==> config.mk <==
export PLATFORM = sky130hd
export DESIGN_NAME = huff_encoder_param_flat
export DESIGN_NICKNAME = d
export VERILOG_FILES = /design/src/rtl/huff_encoder_param_if.sv /design/src/rtl/huff_encoder_param.sv /design/src/flat_wrapper.sv
export SDC_FILE = /design/constraint.sdc
export NUM_CORES = 1
export LEC_CHECK = 0
export CAP_MARGIN = 25
export CORE_UTILIZATION = 40
export DETAILED_ROUTE_END_ITERATION = 16
export PLACE_DENSITY = 0.52
export SLEW_MARGIN = 10
export SYNTH_ARGS = -nofsm -noshare
export SYNTH_HDL_FRONTEND = slang
export SYNTH_SLANG_ARGS = --single-unit
==> constraint.sdc <==
create_clock -name clk -period 68.2 [get_ports clk]
set_clock_uncertainty 0.05 [all_clocks]
set_input_delay 13.64 -clock clk [delete_from_list [all_inputs] [get_ports clk]]
set_output_delay 13.64 -clock clk [all_outputs]
set_load 0.005 [all_outputs]
==> src/rtl/huff_encoder_param_if.sv <==
// Load and code-table handshake bundle for huff_encoder_param.
// out_total_bits exists only when HUFF_ENC_STATS_EN is defined.
interface huff_encoder_param_if #(
  parameter int NSYM   = 4,
  parameter int SYM_W  = 8,
  parameter int FREQ_W = 4
);
  localparam int SUM_W  = FREQ_W + $clog2(NSYM);
  localparam int CODE_W = NSYM - 1;
  localparam int LEN_W  = $clog2(NSYM) + 1;

  logic              in_valid;
  logic              in_ready;
  logic [SYM_W-1:0]  in_sym;
  logic [FREQ_W-1:0] in_freq;
  logic              in_last;

  logic              out_valid;
  logic              out_ready;
  logic [SYM_W-1:0]  out_sym;
  logic [CODE_W-1:0] out_code;
  logic [LEN_W-1:0]  out_len;
  logic              out_last;
`ifdef HUFF_ENC_STATS_EN
  logic [SUM_W+LEN_W-1:0] out_total_bits;

  modport master (
    output in_valid, in_sym, in_freq, in_last, out_ready,
    input  in_ready, out_valid, out_sym, out_code,
    input  out_len, out_last, out_total_bits
  );
  modport slave (
    input  in_valid, in_sym, in_freq, in_last, out_ready,
    output in_ready, out_valid, out_sym, out_code,
    output out_len, out_last, out_total_bits
  );
`else
  modport master (
    output in_valid, in_sym, in_freq, in_last, out_ready,
    input  in_ready, out_valid, out_sym, out_code,
    input  out_len, out_last
  );
  modport slave (
    input  in_valid, in_sym, in_freq, in_last, out_ready,
    output in_ready, out_valid, out_sym, out_code,
    output out_len, out_last
  );
`endif
endinterface

==> src/rtl/huff_encoder_param.sv <==
// Block Huffman encoder: load leaves, merge, assign codes, emit table.
// Optional HUFF_ENC_STATS_EN adds out_total_bits (sum of freq*len).
module huff_encoder_param #(
  parameter int NSYM   = 4,
  parameter int SYM_W  = 8,
  parameter int FREQ_W = 4
) (
  input logic                 clk,
  input logic                 reset,
  huff_encoder_param_if.slave bus
);
  localparam int SUM_W  = FREQ_W + $clog2(NSYM);
  localparam int CODE_W = NSYM - 1;
  localparam int LEN_W  = $clog2(NSYM) + 1;
  localparam int NN     = 2 * NSYM - 1;
  localparam int IDX_W  = $clog2(2 * NSYM);
  localparam int LIDX_W = $clog2(NSYM);

  localparam logic [1:0] LOAD   = 2'd0;
  localparam logic [1:0] MERGE  = 2'd1;
  localparam logic [1:0] ASSIGN = 2'd2;
  localparam logic [1:0] EMIT   = 2'd3;

  logic [1:0]        state_q, state_d;
  logic [IDX_W-1:0]  cnt_q, cnt_d;
  logic [IDX_W-1:0]  step_q, step_d;
  logic [SYM_W-1:0]  sym_q [NSYM];
  logic [SYM_W-1:0]  sym_d [NSYM];
  logic [SUM_W-1:0]  freq_q [NN];
  logic [SUM_W-1:0]  freq_d [NN];
  logic [NN-1:0]     live_q, live_d;
  logic [IDX_W-1:0]  left_q [NN];
  logic [IDX_W-1:0]  left_d [NN];
  logic [IDX_W-1:0]  right_q [NN];
  logic [IDX_W-1:0]  right_d [NN];
  logic [CODE_W-1:0] code_q [NN];
  logic [CODE_W-1:0] code_d [NN];
  logic [LEN_W-1:0]  len_q [NN];
  logic [LEN_W-1:0]  len_d [NN];

  logic [IDX_W-1:0]  min1, min2;
  logic              m1v, m2v;
  logic              in_fire, out_fire;
  logic              last_load, emit;
  logic [IDX_W-1:0]  mrg_node, asg_node;
  logic [IDX_W-1:0]  asg_l, asg_r;
  logic [IDX_W-1:0]  cnt_m1, cnt_m2;

  // Two smallest live nodes; strict compare keeps lowest index on ties
  always_comb begin
    min1 = '0;
    min2 = '0;
    m1v  = 1'b0;
    m2v  = 1'b0;
    for (int i = 0; i < NN; i++) begin
      if (live_q[i] &&
          (!m1v || freq_q[i] < freq_q[min1])) begin
        min1 = IDX_W'(i);
        m1v  = 1'b1;
      end
    end
    for (int i = 0; i < NN; i++) begin
      if (live_q[i] && IDX_W'(i) != min1 &&
          (!m2v || freq_q[i] < freq_q[min2])) begin
        min2 = IDX_W'(i);
        m2v  = 1'b1;
      end
    end
  end

  assign emit      = (state_q == EMIT);
  assign in_fire   = bus.in_valid && (state_q == LOAD);
  assign out_fire  = emit && bus.out_ready;
  assign cnt_m1    = cnt_q - IDX_W'(1);
  assign cnt_m2    = cnt_q - IDX_W'(2);
  assign last_load = in_fire &&
                     (bus.in_last || cnt_q == IDX_W'(NSYM - 1));
  assign mrg_node  = cnt_q + step_q;
  // Internal nodes visited root first: 2M-2 down to M
  assign asg_node  = (cnt_q << 1) - IDX_W'(2) - step_q;
  assign asg_l     = left_q[asg_node];
  assign asg_r     = right_q[asg_node];

  always_comb begin
    state_d = state_q;
    cnt_d   = cnt_q;
    step_d  = step_q;
    sym_d   = sym_q;
    freq_d  = freq_q;
    live_d  = live_q;
    left_d  = left_q;
    right_d = right_q;
    code_d  = code_q;
    len_d   = len_q;
    unique case (1'b1)
      state_q == LOAD: begin
        if (in_fire) begin
          sym_d[cnt_q[LIDX_W-1:0]] = bus.in_sym;
          freq_d[cnt_q] = SUM_W'(bus.in_freq);
          live_d[cnt_q] = 1'b1;
          cnt_d = cnt_q + IDX_W'(1);
          if (last_load) begin
            for (int i = 0; i < NN; i++) begin
              code_d[i] = '0;
              len_d[i]  = '0;
            end
            step_d = '0;
            if (cnt_q == '0) begin
              len_d[0] = LEN_W'(1);
              state_d  = EMIT;
            end else begin
              state_d  = MERGE;
            end
          end
        end
      end
      state_q == MERGE: begin
        freq_d[mrg_node]  = freq_q[min1] + freq_q[min2];
        left_d[mrg_node]  = min1;
        right_d[mrg_node] = min2;
        live_d[mrg_node]  = 1'b1;
        live_d[min1]      = 1'b0;
        live_d[min2]      = 1'b0;
        step_d = step_q + IDX_W'(1);
        if (step_q == cnt_m2) begin
          step_d  = '0;
          state_d = ASSIGN;
        end
      end
      state_q == ASSIGN: begin
        code_d[asg_l] = code_q[asg_node] << 1;
        code_d[asg_r] = (code_q[asg_node] << 1) | CODE_W'(1);
        len_d[asg_l]  = len_q[asg_node] + LEN_W'(1);
        len_d[asg_r]  = len_q[asg_node] + LEN_W'(1);
        step_d = step_q + IDX_W'(1);
        if (step_q == cnt_m2) begin
          step_d  = '0;
          state_d = EMIT;
        end
      end
      state_q == EMIT: begin
        if (out_fire) begin
          step_d = step_q + IDX_W'(1);
          if (step_q == cnt_m1) begin
            step_d  = '0;
            cnt_d   = '0;
            live_d  = '0;
            state_d = LOAD;
          end
        end
      end
      default: ;
    endcase
  end

  always_ff @(posedge clk or posedge reset) begin
    if (reset) begin
      state_q <= LOAD;
      cnt_q   <= '0;
      step_q  <= '0;
      live_q  <= '0;
      for (int i = 0; i < NSYM; i++) sym_q[i] <= '0;
      for (int i = 0; i < NN; i++) begin
        freq_q[i]  <= '0;
        left_q[i]  <= '0;
        right_q[i] <= '0;
        code_q[i]  <= '0;
        len_q[i]   <= '0;
      end
    end else begin
      state_q <= state_d;
      cnt_q   <= cnt_d;
      step_q  <= step_d;
      live_q  <= live_d;
      sym_q   <= sym_d;
      freq_q  <= freq_d;
      left_q  <= left_d;
      right_q <= right_d;
      code_q  <= code_d;
      len_q   <= len_d;
    end
  end

  assign bus.in_ready  = (state_q == LOAD);
  assign bus.out_valid = emit;
  assign bus.out_sym   = emit ? sym_q[step_q[LIDX_W-1:0]] : '0;
  assign bus.out_code  = emit ? code_q[step_q] : '0;
  assign bus.out_len   = emit ? len_q[step_q] : '0;
  assign bus.out_last  = emit && (step_q == cnt_m1);

`ifdef HUFF_ENC_STATS_EN
  localparam int TOT_W = SUM_W + LEN_W;
  logic [TOT_W-1:0] tot;

  // Only leaves below M count; higher slots may hold internal nodes
  always_comb begin
    tot = '0;
    for (int i = 0; i < NSYM; i++) begin
      if (IDX_W'(i) < cnt_q)
        tot = tot + TOT_W'(freq_q[i]) * TOT_W'(len_q[i]);
    end
  end

  assign bus.out_total_bits = emit ? tot : '0;
`endif
endmodule

==> src/flat_wrapper.sv <==
// flat-port wrapper written by rule: the top's interface ports become plain ports
module huff_encoder_param_flat 
#(
  parameter int NSYM   = 4,
  parameter int SYM_W  = 8,
  parameter int FREQ_W = 4
)
  (clk, reset, bus_in_valid, bus_in_sym, bus_in_freq, bus_in_last, bus_out_ready, bus_in_ready, bus_out_valid, bus_out_sym, bus_out_code, bus_out_len, bus_out_last);
  huff_encoder_param_if #(.NSYM(NSYM), .SYM_W(SYM_W), .FREQ_W(FREQ_W)) bus_i ();
  input logic clk;
  input logic reset;
  input wire logic [$bits(bus_i.in_valid)-1:0] bus_in_valid;
  input wire logic [$bits(bus_i.in_sym)-1:0] bus_in_sym;
  input wire logic [$bits(bus_i.in_freq)-1:0] bus_in_freq;
  input wire logic [$bits(bus_i.in_last)-1:0] bus_in_last;
  input wire logic [$bits(bus_i.out_ready)-1:0] bus_out_ready;
  output wire logic [$bits(bus_i.in_ready)-1:0] bus_in_ready;
  output wire logic [$bits(bus_i.out_valid)-1:0] bus_out_valid;
  output wire logic [$bits(bus_i.out_sym)-1:0] bus_out_sym;
  output wire logic [$bits(bus_i.out_code)-1:0] bus_out_code;
  output wire logic [$bits(bus_i.out_len)-1:0] bus_out_len;
  output wire logic [$bits(bus_i.out_last)-1:0] bus_out_last;
  assign bus_i.in_valid = bus_in_valid;
  assign bus_i.in_sym = bus_in_sym;
  assign bus_i.in_freq = bus_in_freq;
  assign bus_i.in_last = bus_in_last;
  assign bus_i.out_ready = bus_out_ready;
  assign bus_in_ready = bus_i.in_ready;
  assign bus_out_valid = bus_i.out_valid;
  assign bus_out_sym = bus_i.out_sym;
  assign bus_out_code = bus_i.out_code;
  assign bus_out_len = bus_i.out_len;
  assign bus_out_last = bus_i.out_last;
  huff_encoder_param #(.NSYM(NSYM), .SYM_W(SYM_W), .FREQ_W(FREQ_W)) u_core (.clk(clk), .reset(reset), .bus(bus_i));
endmodule
==> impl_metrics.toml, run 1 <==
[sta]
hold_viol_final = 0
slew_violations = 0
slew_headroom_pct = 37.2
rsz0062_at_grt = "false"
fin_crit_ns = 27.92
finalCritPeriodShare_pct = 40.9
setup_ws_ns = 40.28
fmax_mhz = 35.8
setup_viol = 0
fin_tns_setup_ns = 0
worst_slew_pin_slew_ns = 0.942

[route]
ant_nets = 0
drt_iter0_drc = 1251
wl_per_cell_um = 24.1
drt_pass1_iterations = 5
vias = 12300
drc_errors = 0
vias_per_cell = 6.24
totalWireLength_mm = 47.4

[clocking]
tritoncts = "done"
clkSlewWorstSetupHoldPaths_ns = 0.08
clock-root-buffer = "clkbuf_16"
worstSkewPairLatency_ns = 0.44
post_cts_resized = 0
cts_setup_buffers = 0
clockBufferDepth = 2
htree_num_levels = 4
ctsHoldBuffers = 0
cts_num_sinks = 173
cts_buffers = 17

[worst_hold_path]
worstHoldPathCells = 2
hold_class = "flop to flop"

[yosys]
synthDistinctLibCells = 99
synth_top_family_by_area = "compound AO/OA/AOI/OAI gates"
synthesis.area_um2 = 13100
postSynthCellCount = 1505
synth_xor_area_share_pct = 1.00
muxShareOfSynthArea_pct = 10.0
synth-simple-area-share_pct = 18.3
synth-async-reset-ratio_pct = 100
synth_edf_count = 0
synthAdderAreaFrac_pct = 8.15
avgSynthCellArea_um2 = 8.69
synthesis.nets = 1606
ys.flop_type = "dfrtp_1"
synth-compound-area-share_pct = 25.9
ys_seq_elements = 173
ys_seq_area_share_pct = 33.1
yosysWarnings = 0

[place]
hpwlAfterDp_mm = 34.9
dpl.cell_count = 1929
gp_congestion = 0.987
port_buffers = 33
pre_cts_slack_ns = 40.86

[setup_path]
critPathTopFamily = "compound AO/OA/AOI/OAI gates"
start_kind = "flop"
critical_path_depth = 118
endpoint_kind = "flop"
crit_buf_inv = 5
path_common_cell = "a21oi_1"
crit_fanout = 16
worstRegToRegCells = 118
slowest_delay_ns = 0.73
critical_path_class = "flop to flop"
cp_data_arrival_time_ns = 28.16
crit_slowest_cell = "a32oi_1"
required_ns = 68.45

[cells_and_area]
utilization_pct = 45.4
nets = 1616
antennaDiodeCount = 0
area_delta_synth_final_pct = 10.6
final_cells = 1962
drive_gt1_share_pct = 10.8

[floorplan]
ios = 34
dieHeight_um = 183
start_util_pct = 41.0
design.core.area_um2 = 31900
rows = 65
dieWidth_um = 183
dieArea_um2 = 33400

[grt]
grt_start_max_net_pins = 77
grt_pass1_vias = 11800
grt_first_pass_wirelength_mm = 73.5
antenna_found_initial = 1
track_usage_pct = 29.0
grt_overflow = 0

[outcome]
status = "complete, no violations"

[job]
cap_viol_max_count = 0
layout by cell type, fill, tap and decap left out, types with 21 or more instances in the layout:
| cell type | instances |
|---|---|
| a21o_1 | 30 |
| nor3_1 | 26 |
| dfrtp_1 | 172 |
| a21oi_1 | 117 |
| ha_1 | 82 |
| buf_4 | 21 |
| mux4_2 | 21 |
| nor2_1 | 139 |
| mux2_2 | 40 |
| clkdlybuf4s50_1 | 33 |
| nand2_1 | 226 |
| mux2i_1 | 38 |
| inv_1 | 44 |
| o21ai_0 | 136 |
| nand3_1 | 24 |
registers in the layout, summed over array words and instances, names as in the netlist:
signal / cells
u_core.sym_q: 32
u_core.freq_q: 42
u_core.code_q: 21
u_core.step_q: 3
u_core.state_q: 2
u_core.live_q: 7
u_core.len_q: 21
u_core.right_q: 21
u_core.left_q: 21
u_core.cnt_q: 3
cells by family after synthesis:
family	after synthesis
multiplexers	100
flip-flops	173
AO/OA/AOI/OAI	499
AND/OR/NAND/NOR	524
XOR/XNOR	15
adder cells (fa/ha/maj)	84
buffers and inverters	110
cells in the mapped netlist, drive strengths merged, types with 23 or more instances:
library cell | instances | share of area, %
nand2 | 227 | 6.6
dfrtp | 173 | 33
o21ai | 148 | 5.8
nor2 | 140 | 4.0
a21oi | 119 | 4.7
ha | 82 | 7.8
inv | 45 | 1.3
clkbuf | 42 | 1.2
mux2 | 41 | 3.5
mux2i | 38 | 2.9
a21o | 30 | 1.7
nor3 | 27 | 1.1
nand3 | 25 | 0.99
o211ai | 23 | 1.5
area by class of cell:
| type | instances | area, um2 |
|---|---|---|
| Tap cell | 435 | 544 |
| Inverter | 46 | 178 |
| Timing Repair Buffer | 55 | 515 |
| Fill cell | 3189 | 17400 |
| Clock buffer | 18 | 439 |
| Sequential cell | 173 | 4330 |
| Clock inverter | 13 | 149 |
| Multi-Input combinational cell | 1222 | 8310 |
layer usage:
metal,share of wire [%],track usage [%],vias to the layer above
li1,-,-,5574
met1,45,41.2,6012
met2,43,43.6,549
met3,8.0,5.36,113
met4,3.2,11.2,2
met5,0.030,0,-
worst reg2reg max path: cells and delay by family (launching register included):
| kind | cells | cell delay, ns |
|---|---|---|
| XOR/XNOR | 1 | 0.29 |
| AND/OR/NAND/NOR | 27 | 5.18 |
| flip-flops | 1 | 0.51 |
| multiplexers | 3 | 0.90 |
| adder cells (fa/ha/maj) | 12 | 3.60 |
| AO/OA/AOI/OAI | 70 | 16.33 |
| buffers and inverters | 5 | 0.91 |
metrics by stage:
stage	hold WS (ns)	cell area [um2]
after floorplan	0.394	13100
after global placement	0.407	13800
after detailed placement	0.417	13800
after CTS	0.433	14400
after global routing	0.450	14500
final	0.429	14500
final timing paths:
check                                               from                       endpoint  slack [ns]
setup / recovery           u_core.freq_q[41]$_DFFE_PP0P_  u_core.freq_q[35]$_DFFE_PP0P_       40.28
hold / removal             u_core.code_q[19]$_DFFE_PP0P_  u_core.code_q[19]$_DFFE_PP0P_        0.43
setup reg to reg           u_core.freq_q[41]$_DFFE_PP0P_  u_core.freq_q[35]$_DFFE_PP0P_       40.28
hold reg to reg            u_core.code_q[19]$_DFFE_PP0P_  u_core.code_q[19]$_DFFE_PP0P_        0.43
max in group asynchronous                          reset   u_core.sym_q[28]$_DFFE_PP0P_       53.50
min in group asynchronous                          reset  u_core.freq_q[18]$_DFFE_PP0P_       13.55
Power of run 1 is left out: the tool's default activity adds up to more than one toggle a clock period on the data nets, which glitch-free logic cannot reach.
==> run 2: changes to the inputs <==
--- a/config.mk
+++ b/config.mk
@@ -8,7 +8,7 @@
 export CAP_MARGIN = 25
 export CORE_UTILIZATION = 40
 export DETAILED_ROUTE_END_ITERATION = 16
-export PLACE_DENSITY = 0.52
+export PLACE_DENSITY = 0.54
 export SLEW_MARGIN = 10
 export SYNTH_ARGS = -nofsm -noshare
 export SYNTH_HDL_FRONTEND = slang
==> constraint.sdc (replaced) <==
create_clock -name clk -period 24.9 [get_ports clk]
set_clock_uncertainty 0.05 [all_clocks]
set_input_delay 4.98 -clock clk [delete_from_list [all_inputs] [get_ports clk]]
set_output_delay 4.98 -clock clk [all_outputs]
set_load 0.005 [all_outputs]
==> run 2 against run 1 <==
Effect of this change: via count grew 1.6%; clock-buffer cell count grew 1; core utilization grew 2.1 points; non-clock buffer count grew 55; highest routed layer is now met4; global-route usage grew 0.41 points; critical endpoint is now u_core.freq_q[17]$_DFFE_PP0P_.
==> impl_metrics.toml, run 2 (synthesized netlist as in run 1, its figures left out) <==
[outcome]
status = "complete, no violations"

[route]
vias_per_cell = 6.17
totalWireLength_mm = 48.4
vias = 12500
wl_per_cell_um = 24.0
drt_iter0_drc = 1336
drt_pass1_iterations = 7
drc_errors = 0
ant_nets = 0

[sta]
fin_crit_ns = 23.63
finalCritPeriodShare_pct = 94.9
worst_slew_pin_slew_ns = 0.952
setup_viol = 0
fin_tns_setup_ns = 0
slew_headroom_pct = 36.1
fmax_mhz = 42.3
hold_viol_final = 0
rsz0062_at_grt = "true"
slew_violations = 0

[worst_hold_path]
hold_class = "flop to flop"
worstHoldPathCells = 2
hp-start = "u_core.left_q[11]$_DFFE_PP0P_"
worstHoldEndpoint = "u_core.left_q[11]$_DFFE_PP0P_"

[grt]
track_usage_pct = 29.4
grt_start_max_net_pins = 63
grt_overflow = 0
grt_pass1_vias = 11900
grt_first_pass_wirelength_mm = 73.8
antenna_found_initial = 1

[clocking]
clkSlewWorstSetupHoldPaths_ns = 0.07
htree_num_levels = 4
worstSkewPairLatency_ns = 0.44
tritoncts = "done"
clockBufferDepth = 2
cts_buffers = 17
cts_num_sinks = 173
ctsHoldBuffers = 0
clock-root-buffer = "clkbuf_16"

[setup_path]
path_common_cell = "a21o_1"
ff2ff_setup_slack_ns = 1.27
cp_data_arrival_time_ns = 23.89
critPathTopFamily = "compound AO/OA/AOI/OAI gates"
reg2reg_from = "u_core.freq_q[35]$_DFFE_PP0P_"
endpoint_kind = "flop"
critical_path_class = "flop to flop"
crit_buf_inv = 6
crit_slowest_cell = "a2111o_4"
worstRegToRegCells = 120
crit_fanout = 15
crit_start = "u_core.freq_q[35]$_DFFE_PP0P_"
required_ns = 25.16
slowest_delay_ns = 0.54
r2r_end = "u_core.freq_q[17]$_DFFE_PP0P_"
start_kind = "flop"

[cells_and_area]
largest_reg_flops = 42
regMostFlops = "u_core.freq_q"
nets = 1671
final_common_cell = "nand2_1"
area_delta_synth_final_pct = 15.8
drive_gt1_share_pct = 16.4
mostFrequentLayoutCells = "226 x nand2_1, 172 x dfrtp_1, 135 x nor2_1"
top_regs = "u_core.freq_q: 42 flops, u_core.sym_q: 32 flops"

[job]
cap_viol_max_count = 0

[place]
gp_congestion = 0.992
port_buffers = 33
hpwlAfterDp_mm = 35.5

[floorplan]
dieArea_um2 = 33400
rows = 65
start_util_pct = 41.0
ios = 34
design.core.area_um2 = 31900
dieWidth_um = 183
dieHeight_um = 183
[run 2: cell count changes in the layout (fill, tap and decap cells not counted), moves of 4 or more]
cell,before,now
buf_4,21,77
nor2_1,139,135
a21oi_2,1,13
a21oi_1,117,105
o21ai_0,136,132
[run 2: cell type report]
class / count / area [um2]
multi-input combinational: 1222 / 8560
tap: 435 / 544
fill: 3157 / 16700
antenna: 1 / 2.50
sequential: 173 / 4330
clock inverter: 13 / 175
timing repair buffer: 110 / 908
clock buffer: 19 / 453
inverter: 46 / 178
[run 2: worst max path at each step]
| stage | end | slack (ns) | cells past startpoint |
|---|---|---|---|
| 6_report | u_core.freq_q[17]$_DFFE_PP0P_ | 1.27 | 120 |
| 5_1_grt | u_core.freq_q[17]$_DFFE_PP0P_ | -0.29 | 124 |
| 4_1_cts | u_core.freq_q[17]$_DFFE_PP0P_ | 0.10 | 118 |
| 3_5_place_dp | u_core.freq_q[35]$_DFFE_PP0P_ | -0.05 | 118 |
| 3_3_place_gp | u_core.freq_q[35]$_DFFE_PP0P_ | 0.34 | 116 |
| 2_1_floorplan | u_core.freq_q[5]$_DFFE_PP0P_ | 0.96 | 127 |
[run 2: worst min-delay path, stage by stage (launching register included)]
cell	delay [ns]
dfrtp_1	0.34
nand2_1	0.05
o21ai_0	0.06
[run 2: through the flow]
| stage | hold WS [ns] | utilization, % | instances | cell area (um2) | worst slack (ns) |
|---|---|---|---|---|---|
| 2_1_floorplan | 0.394 | - | 1505 | 13100 | 0.962 |
| 3_3_place_gp | 0.407 | 44.4 | 1968 | 14100 | 0.342 |
| 3_5_place_dp | 0.416 | 44.4 | 1968 | 14100 | -0.0496 |
| 4_1_cts | 0.430 | 46.3 | 2000 | 14800 | 0.103 |
| 5_1_grt | 0.453 | 47.5 | 2018 | 15100 | -0.293 |
| 6_report | 0.432 | 47.5 | 2019 | 15100 | 1.27 |
[run 2: repair_timing]
| action | CTS | global route |
|---|---|---|
| setup endpoints to repair | 14 | 70 |
| pin swaps | 0 | 10 |
| resized for setup | 2 | 52 |
| buffers inserted | 0 | 18 |
[run 2: metal layers]
metal | track usage, % | up-vias | part of all wire [%]
met5 | 0 | - | 0
met2 | 43.0 | 567 | 42
li1 | - | 5688 | -
met1 | 42.8 | 6053 | 45
met3 | 5.72 | 144 | 9.2
met4 | 10.8 | 0 | 3.8
Power of run 2 is left out for the same reason.
==> RTL edit, RTL diff (config.mk and constraints of run 2) <==
`SYM_W` is set to 8 in 3 places; all go to 6.
--- a/src/rtl/huff_encoder_param_if.sv
+++ b/src/rtl/huff_encoder_param_if.sv
@@ -4,3 +4,3 @@
   parameter int NSYM   = 4,
-  parameter int SYM_W  = 8,
+  parameter int SYM_W  = 6,
   parameter int FREQ_W = 4
--- a/src/rtl/huff_encoder_param.sv
+++ b/src/rtl/huff_encoder_param.sv
@@ -4,3 +4,3 @@
   parameter int NSYM   = 4,
-  parameter int SYM_W  = 8,
+  parameter int SYM_W  = 6,
   parameter int FREQ_W = 4
--- a/src/flat_wrapper.sv
+++ b/src/flat_wrapper.sv
@@ -4,3 +4,3 @@
   parameter int NSYM   = 4,
-  parameter int SYM_W  = 8,
+  parameter int SYM_W  = 6,
   parameter int FREQ_W = 4
Interface: changed (resized bus_in_sym and bus_out_sym); port bits go from 34 to 30. No check against the original RTL was run, so the function may have changed too.
==> RTL edit against run 2 <==
  * Synthesized cell count grew 1.7%
  * Synthesized area decreased by 1.5%
  * Critical path depth grew 2
  * Highest routed layer unchanged
  * First-iteration DRC count is 9.1% higher
  * Wire length rose by 0.83%
  * Cell count about the same
  * Via count grew 2.1%
  * Worst setup slack lost 92 ps
  * Sequential cell count fell by 8
  * Die area shrank 1.5%
  * Final area shrank 0.47%
Power is left out: the tool's default activity adds up to more than one toggle a clock period on the data nets, which glitch-free logic cannot reach.
==> RTL edit: results (changes against run 2) <==
* Status: complete, no violations
* Crit path max-delay cell type: or4b_4
* Signal buffers share of area at 6.71% (+0.71 points)
* Pre-CTS setup slack at -1040 ps (-986 ps)
* TritonRoute pass-1 iters at 5 (-2)
* Clkbuf count at 18 (-1)
* Routability congestion estimate at 0.999 (+0.71%)
* First-pass GRT wire length at 74.2 mm (+0.57%)
* Number of non-clock buffers in the layout at 123 (+12%)
* Input/output buffers at 29 (-12%)
* CP max FO at 10 (-5)
* Seq cells post-synth at 165 (-4.6%)
* Final Util at 47.7% (+0.14 points)
* Share of cells above drive strength 1 at 16.9% (+0.51 points)
* CP peak stage delay at 520 ps (-20 ps)
* Synthesized netlist cell count at 1,531 (+1.7%)
* Syn Nets at 1,629 (+1.4%)
* Distinct cells, synth at 98 (-1.0%)
* Dpl cell area at 13,900 um^2 (-1.8%)
* Vias in the first global route at 12,000 (+0.59%)
* Final Instance Count excl. Fillers at 2,020 (+0.050%)
* #MultiIn Comb at 1,244 (+1.8%)
* Max-slew headroom at 25.6% (-10 points)
* Number of fill cells at 3,105 (-1.6%)
* Clock network share of area at 3.99% (-0.15 points)
* Signal inverters at 54 (+17%)
* WL/cell at 24.2 um (+0.78%)
* Sequential area share after synthesis at 32.1% (-1.0 points)
* Vias post-DR at 12,700 (+2.1%)
* Yosys top cell area share at 32.1% (-1.0 points)
* Die Span X at 181 um (-0.77%)
* Multi-input gate area at 8620 um^2 (+0.77%)
* Fraction of area in registers at 27.4% (-1.2 points)
* Antenna cells at 0 (-1)
==> RTL edit: cells by family after synthesis <==
group	count (synthesis)	synth area share, %
and+or+nand+nor	532	18.5
AOI/OAI and AO/OA	511	26.2
DFF	165	32.1
buffers and inverters	122	3.78
muxes	102	10.1
adders and majority gates	83	8.18
xor gates and xnor gates	16	1.09
==> RTL edit: path summary, 6_finish.rpt <==
kind	end	from	cells after the start	slack (ps)
worst max-delay path	u_core.freq_q[10]$_DFFE_PP0P_	u_core.freq_q[41]$_DFFE_PP0P_	122	1180
worst min register to register	u_core.left_q[7]$_DFFE_PP0P_	u_core.left_q[7]$_DFFE_PP0P_	2	430
worst max register to register	u_core.freq_q[10]$_DFFE_PP0P_	u_core.freq_q[41]$_DFFE_PP0P_	122	1180
worst min-delay path	u_core.left_q[7]$_DFFE_PP0P_	u_core.left_q[7]$_DFFE_PP0P_	2	430
max in group asynchronous	u_core.right_q[0]$_DFFE_PP0P_	reset	3	18680
min in group asynchronous	u_core.sym_q[8]$_DFFE_PP0P_	reset	2	4960
==> RTL edit: metal layers <==
metal	global-route usage [%]	vias up	routed length [um]	part of all wire [%]
met3	4.67	116	4100	8.4
met1	42.4	6235	21500	44
met2	45.3	595	21700	44
met5	0	-	0	0
met4	11.5	0	1590	3.3
li1	-	5763	-	-
==> RTL edit: critical path: cells and delay by family (launching register included) <==
family,cells,cell delay (ps)
AO/OA/AOI/OAI,62,11580
AND/OR/NAND/NOR,35,5740
buffers and inverters,9,1290
adder cells (fa/ha/maj),13,3990
multiplexers,2,320
flip-flops,1,350
XOR/XNOR,1,290
==> RTL edit: timing repair <==
item                       in CTS  in global routing
gates cloned                    0                  1
pin swaps                       1                 26
setup endpoints to repair      41                 70
gates resized for setup        17                 70
setup buffers                   4                 22
hold buffers                    0                  0
